==> config.mk <==
export PLATFORM = sky130hd
export DESIGN_NAME = bus_arbiter
export DESIGN_NICKNAME = d
export VERILOG_FILES = /design/src/rtl/bus_arbiter.sv
export SDC_FILE = /design/constraint.sdc
export NUM_CORES = 1
export LEC_CHECK = 0
export CELL_PAD_IN_SITES_DETAIL_PLACEMENT = 1
export CELL_PAD_IN_SITES_GLOBAL_PLACEMENT = 1
export CORE_MARGIN = 5
export CORE_UTILIZATION = 13
export CTS_CLUSTER_SIZE = 40
export DETAILED_ROUTE_END_ITERATION = 10
export PLACE_DENSITY = 0.9
export SKIP_LAST_GASP = 1
export SYNTH_ARGS = -nofsm -noshare
export SYNTH_HDL_FRONTEND = slang
export SYNTH_SLANG_ARGS = --single-unit
==> constraint.sdc <==
create_clock -name clock -period 2.7 [get_ports clock]
set_input_delay 0.54 -clock clock [delete_from_list [all_inputs] [get_ports clock]]
set_output_delay 0.54 -clock clock [all_outputs]
set_load 0.02 [all_outputs]
==> src/rtl/bus_arbiter.sv <==
// bus_arbiter: two-master Wishbone arbiter, alternating on ties; BUS_ARBITER_TIMEOUT_EN adds a slave watchdog.
// One-cycle grant latency; the non-owner stalls with ack/err low until the owner drops cyc.
module bus_arbiter #(
    parameter int TIMEOUT = 255
) (
    input  logic        clock,
    input  logic        reset,
    input  logic        m0_cyc_i,
    input  logic        m0_stb_i,
    input  logic        m0_we_i,
    input  logic [31:0] m0_adr_i,
    input  logic [31:0] m0_dat_i,
    input  logic [3:0]  m0_sel_i,
    output logic [31:0] m0_dat_o,
    output logic        m0_ack_o,
    output logic        m0_err_o,
    input  logic        m1_cyc_i,
    input  logic        m1_stb_i,
    input  logic        m1_we_i,
    input  logic [31:0] m1_adr_i,
    input  logic [31:0] m1_dat_i,
    input  logic [3:0]  m1_sel_i,
    output logic [31:0] m1_dat_o,
    output logic        m1_ack_o,
    output logic        m1_err_o,
    output logic        s_cyc_o,
    output logic        s_stb_o,
    output logic        s_we_o,
    output logic [31:0] s_adr_o,
    output logic [31:0] s_dat_o,
    output logic [3:0]  s_sel_o,
    input  logic [31:0] s_dat_i,
    input  logic        s_ack_i,
    input  logic        s_err_i,
    output logic [1:0]  grant_o
);

    typedef enum logic [1:0] {IDLE, GRANT0, GRANT1} state_t;

    localparam logic [15:0] TO_LIM = 16'(TIMEOUT);

    state_t     state_q;
    logic       last_q;     // 1: m1 owned the bus most recently
    logic [1:0] grant_q;
    logic       owner_stb;
    logic       to_hit;

    always_ff @(posedge clock) begin
        if (reset) begin
            state_q <= IDLE;
            last_q  <= 1'b1;
            grant_q <= 2'b00;
        end else begin
            case (state_q)
                IDLE: begin
                    if (m0_cyc_i && (!m1_cyc_i || last_q)) begin
                        state_q <= GRANT0;
                        grant_q <= 2'b01;
                    end else if (m1_cyc_i) begin
                        state_q <= GRANT1;
                        grant_q <= 2'b10;
                    end
                end
                GRANT0: begin
                    if (!m0_cyc_i) begin
                        last_q <= 1'b0;
                        if (m1_cyc_i) begin
                            state_q <= GRANT1;
                            grant_q <= 2'b10;
                        end else begin
                            state_q <= IDLE;
                            grant_q <= 2'b00;
                        end
                    end
                end
                GRANT1: begin
                    if (!m1_cyc_i) begin
                        last_q <= 1'b1;
                        if (m0_cyc_i) begin
                            state_q <= GRANT0;
                            grant_q <= 2'b01;
                        end else begin
                            state_q <= IDLE;
                            grant_q <= 2'b00;
                        end
                    end
                end
                default: begin
                    state_q <= IDLE;
                    grant_q <= 2'b00;
                end
            endcase
        end
    end

    assign owner_stb = ((state_q == GRANT0) && m0_stb_i) || ((state_q == GRANT1) && m1_stb_i);

`ifdef BUS_ARBITER_TIMEOUT_EN
    logic [15:0] cnt_q;
    logic [15:0] cnt_d;

    assign to_hit = (state_q != IDLE) && (cnt_q == TO_LIM);

    always_comb begin
        cnt_d = 16'd0;
        if (!to_hit && owner_stb && !s_ack_i && !s_err_i)
            cnt_d = cnt_q + 16'd1;
    end

    always_ff @(posedge clock) begin
        if (reset)
            cnt_q <= 16'd0;
        else
            cnt_q <= cnt_d;
    end
`else
    logic unused_timeout;
    assign unused_timeout = ^TO_LIM;
    assign to_hit         = 1'b0;
`endif

    always_comb begin
        s_cyc_o = 1'b0;
        s_stb_o = 1'b0;
        s_we_o  = 1'b0;
        s_adr_o = 32'd0;
        s_dat_o = 32'd0;
        s_sel_o = 4'd0;
        case (state_q)
            GRANT0: begin
                s_cyc_o = m0_cyc_i;
                s_stb_o = m0_stb_i && !to_hit;
                s_we_o  = m0_we_i;
                s_adr_o = m0_adr_i;
                s_dat_o = m0_dat_i;
                s_sel_o = m0_sel_i;
            end
            GRANT1: begin
                s_cyc_o = m1_cyc_i;
                s_stb_o = m1_stb_i && !to_hit;
                s_we_o  = m1_we_i;
                s_adr_o = m1_adr_i;
                s_dat_o = m1_dat_i;
                s_sel_o = m1_sel_i;
            end
            default: ;
        endcase
    end

    // Responses are gated by reset as well as ownership so nothing leaks during reset.
    assign m0_ack_o = !reset && (state_q == GRANT0) && s_ack_i;
    assign m1_ack_o = !reset && (state_q == GRANT1) && s_ack_i;
    assign m0_err_o = !reset && (state_q == GRANT0) && (s_err_i || to_hit);
    assign m1_err_o = !reset && (state_q == GRANT1) && (s_err_i || to_hit);
    assign m0_dat_o = s_dat_i;
    assign m1_dat_o = s_dat_i;
    assign grant_o  = grant_q;

endmodule

### After elaboration in Yosys (flattened, before gate mapping)

Cells that the tools add are included.

| word-level totals | value |
|---|---|
| register bits after elaboration | 3 |
| bits of input ports | 178 |

| operators by class | value |
|---|---|
| eq/ne operators | 5 |
| muxes and demuxes | 16 |
| reductions and logical operators | 14 |

Operators by type and width:

| cell | number |
|---|---|
| case mux 32 bit (2 select lines) | 2 |
| two-way mux 2 bit | 5 |
| case mux 1 bit (2 select lines) | 4 |
| case mux 4 bit (2 select lines) | 1 |
| logical AND 1 bit | 7 |
| case mux 2 bit (3 select lines) | 1 |
| AND reduction 3 bit | 2 |
| inequality test 2 bit, second input constant | 2 |
| two-way mux 1 bit | 3 |
| inequality test 3 bit, second input constant | 1 |
| == test 2 x 1 -> 1 bit, second input constant | 1 |
| == test 2 bit, second input constant | 1 |
| logical NOT 1 bit | 2 |
| logical NOT 2 bit | 1 |
| nonzero test 2 bit | 1 |
| logical OR 1 bit | 1 |

### Longest topological paths before layout

| depth | value |
|---|---|
| word-level depth | 5 |
| gate-level depth with buffers | 8 |
| mapped depth without buffers | 5 |

### Least setup slack after synthesis

OpenSTA, ideal clock, no wires.

| timing path | value |
|---|---|
| path type | register to output |
| from | reg, netlist name grant_o[0] |
| to | out s_adr_o[0] |
| arrival | 1,553 ps |
| data required time | 2,160 ps |
| slack | 607 ps |
| stages on the path, launching flop included | 5 |
| cell sequence | dfxtp_1 > inv_1 > ha_1 > clkbuf_1 > nor2b_1 |

RTL lines:

| element | RTL line | RTL |
|---|---|---|
| end, declared | 29 | `output logic [31:0] s_adr_o,` |

==> reports/results.txt <==
Outcome: finished, violations left
Failing checks: setup timing
DR DRC count: 0
Largest family of logic cells by synthesized area: buffers and inverters
CP required: 2160 ps
RR Startpoint: grant_o[1]$_SDFFE_PP0P_
Yosys warnings: 0
Post-synth top area cell: a22oi_1
Placed Area: 3790 µm²
Setup_tns: -28.6 ps
CTS Buffer Depth: 2
Starting Density: 0.133
Routed wire length: 11,100 µm
Setup CP Type: reg -> out
Critical hold path startpoint: grant_o[1]$_SDFFE_PP0P_
Syn Area/Cell: 7.09 µm²
Post-synth top area share: 0.284
Mux cell area share after synthesis: 0
Synth top area cells: a22oi_1 (28%), buf_4 (26%), nor2b_1 (24%)
Worst R2R Path Depth: 6
Reg clk slew, reported paths: 30 ps
Via count: 2,495
Final period utilization: 1.01
Root Buffer: clkbuf_16
Worst vdd ir: 0.177 mV
Fin nets: 589
Cts hold-fix bufs: 0
Actual slew at the worst max-slew pin: 336 ps
Number of CTS-inserted buffers: 3
Leak pwr: 2.29 nW
Hold WC Path Type: reg -> reg
Hold Path End: grant_o[1]$_SDFFE_PP0P_
Synth Area in Compound Gates: 0.322
Finish-stage setup viols: 2
Post-synth ARST share: 0
Crit path DAT: 2180 ps
Overall die height: 129 µm
Placer Congestion: 0.710
Detailed Routing Iterations Pass 1: 4
Pwr/cell area: 306 nW/µm²
Post-Syn Instances: 261
Synth unique cells: 24
Top FF cell, synth: dfxtp_1
Setup repair bufs after CTS: 0
DRT iter0 DRCs: 46
FF+latch count, synth: 3
Max_slew headroom: 0.773
Netlist Area Pre-Place: 1850 µm²
Sink Count: 3
Fmax: 368 MHz
Synth Area in XOR/XNOR: 0
Max-Cap Viols: 0
First-pass GRT wire length: 15,700 µm
Seq/Total Area, Yosys: 0.0325
Final Hold Vio Count: 0
Ant. Diodes: 0
Largest net degree at the start of global routing: 40
Final core occ: 0.291
Post-Synth Adder-Cell Area: 0.0338
Port buffer count: 222
Vias in the first global route: 2,857
Count leader, synth: nor2b_1
Synthesis-to-layout area growth: 119%
R2r setup slk: 1000 ps
Area of the die: 16,700 µm²
Share of post-route cells with drive strength above 1: 0.0444
Dpl hpwl: 7930 µm
RR Endpoint: grant_o[0]$_SDFFE_PP0P_
RSZ-0062 raised after global routing: true
Io pins: 319
Post-synth top cells: nor2b_1 (71), a22oi_1 (70), buf_4 (64)
Maximum fanout along the worst path: 35
Hold slack final: 521 ps
FILL cells: 1,646
Clk_lat worst skew: 230 ps
CTS tree: yes
Post-DR wirelength/cell: 19.0 µm
Worst setup EP type: output pin
Via density: 4.26
Min cycle time layout: 2720 ps
Clk_skew: 1.80 ps
CP Launch Type: flop
Syn nets: 444
Core ar.: 13,900 µm²
Htree depth: 1
DIE WIDTH: 129 µm
Gr usage total: 0.119
Initial antenna violation count: 0
Post-DRT Antenna Nets: 0
Overflow after GRT: 0
Post-route cell area: 4050 µm²
Max Slew Vio Count: 0
Hold Crit Depth: 1
PnR worst setup slack: -15.1 ps
Row Count: 43
Post-synth EDFFs: 0
Post-Synth Simple-Gate Area: 0.286
==> stage by stage <==
step	setup slack [ps]	std cells	power, mW
3_5_place_dp	188	579	0.973
3_3_place_gp	249	579	0.936
5_1_grt	-102	585	1.31
6_report	-15.1	585	1.24
2_1_floorplan	607	261	0.634
4_1_cts	-63.6	585	1.27
==> state kept, by name (all words and copies together), names as in the netlist <==
register and count:
last_q 1, grant_o 2
==> how the worst max path moves through the flow <==
stage	startpoint	to	slack, ps	cells after the start
2_1_floorplan	grant_o[0]$_SDFFE_PP0P_	s_adr_o[0]	610	4
6_report	grant_o[0]$_SDFFE_PP0P_	s_dat_o[23]	-20	6
3_5_place_dp	grant_o[0]$_SDFFE_PP0P_	s_dat_o[17]	190	6
3_3_place_gp	reset	m1_ack_o	250	3
4_1_cts	grant_o[0]$_SDFFE_PP0P_	s_sel_o[0]	-60	6
5_1_grt	grant_o[0]$_SDFFE_PP0P_	s_adr_o[4]	-100	6
==> logic make-up after synthesis <==
group           Yosys count
compound gates           80
fa+ha+maj                 5
buf+inv                  91
flops                     3
simple gates             82
==> cell usage in the layout, fill, tap and decap left out, drive strengths merged, types with 2 or more instances in the layout <==
cell type and n:
a21oi 3, clkbuf 4, clkdlybuf4s50 152, dfxtp 3
ha 5, nor2b 71, dlymetal6s2s 54, buf 7
bufbuf 2, o21ai 2, inv 3, nor4b 2
a22oi 71, dlygate4sd2 13, nor2 2, and3b 4
==> power breakdown <==
part / internal, mW / total (mW) / switching, mW
logic: 0.515 / 0.933 / 0.418
clock network: 0.196 / 0.246 / 0.0502
registers: 0.0512 / 0.0594 / 0.00815
total: 0.762 / 1.24 / 0.476
==> layer usage <==
| metal | share of wire | routed length [µm] | up-vias | track usage |
|---|---|---|---|---|
| met3 | 0.095 | 1060 | 49 | 0.0272 |
| met4 | 0.040 | 444 | 0 | 0.0537 |
| met2 | 0.53 | 5880 | 128 | 0.232 |
| li1 | - | - | 1151 | - |
| met1 | 0.34 | 3750 | 1167 | 0.119 |
| met5 | 0 | 0 | - | 0 |
==> critical path, cell delays in order (launching register included) <==
cell,delay [ps]
dfxtp_1,340
inv_1,130
ha_2,250
bufbuf_16,380
a22oi_1,120
nor2b_1,110
clkdlybuf4s50_1,610
==> timing repair <==
action	in CTS	in global routing
cloned	2	0
resized for setup	13	55
endpoints found under the setup margin	29	57
==> layout make-up <==
class | instances | area [µm²] | share of cell area
Tap cell | 180 | 225 | 0.0556
Multi-Input combinational cell | 167 | 1190 | 0.295
Clock buffer | 4 | 78.8 | 0.0195
Sequential cell | 3 | 61.3 | 0.0151
Inverter | 3 | 11.3 | 0.00278
Timing Repair Buffer | 228 | 2480 | 0.612
(Power assumes the default switching activity.)
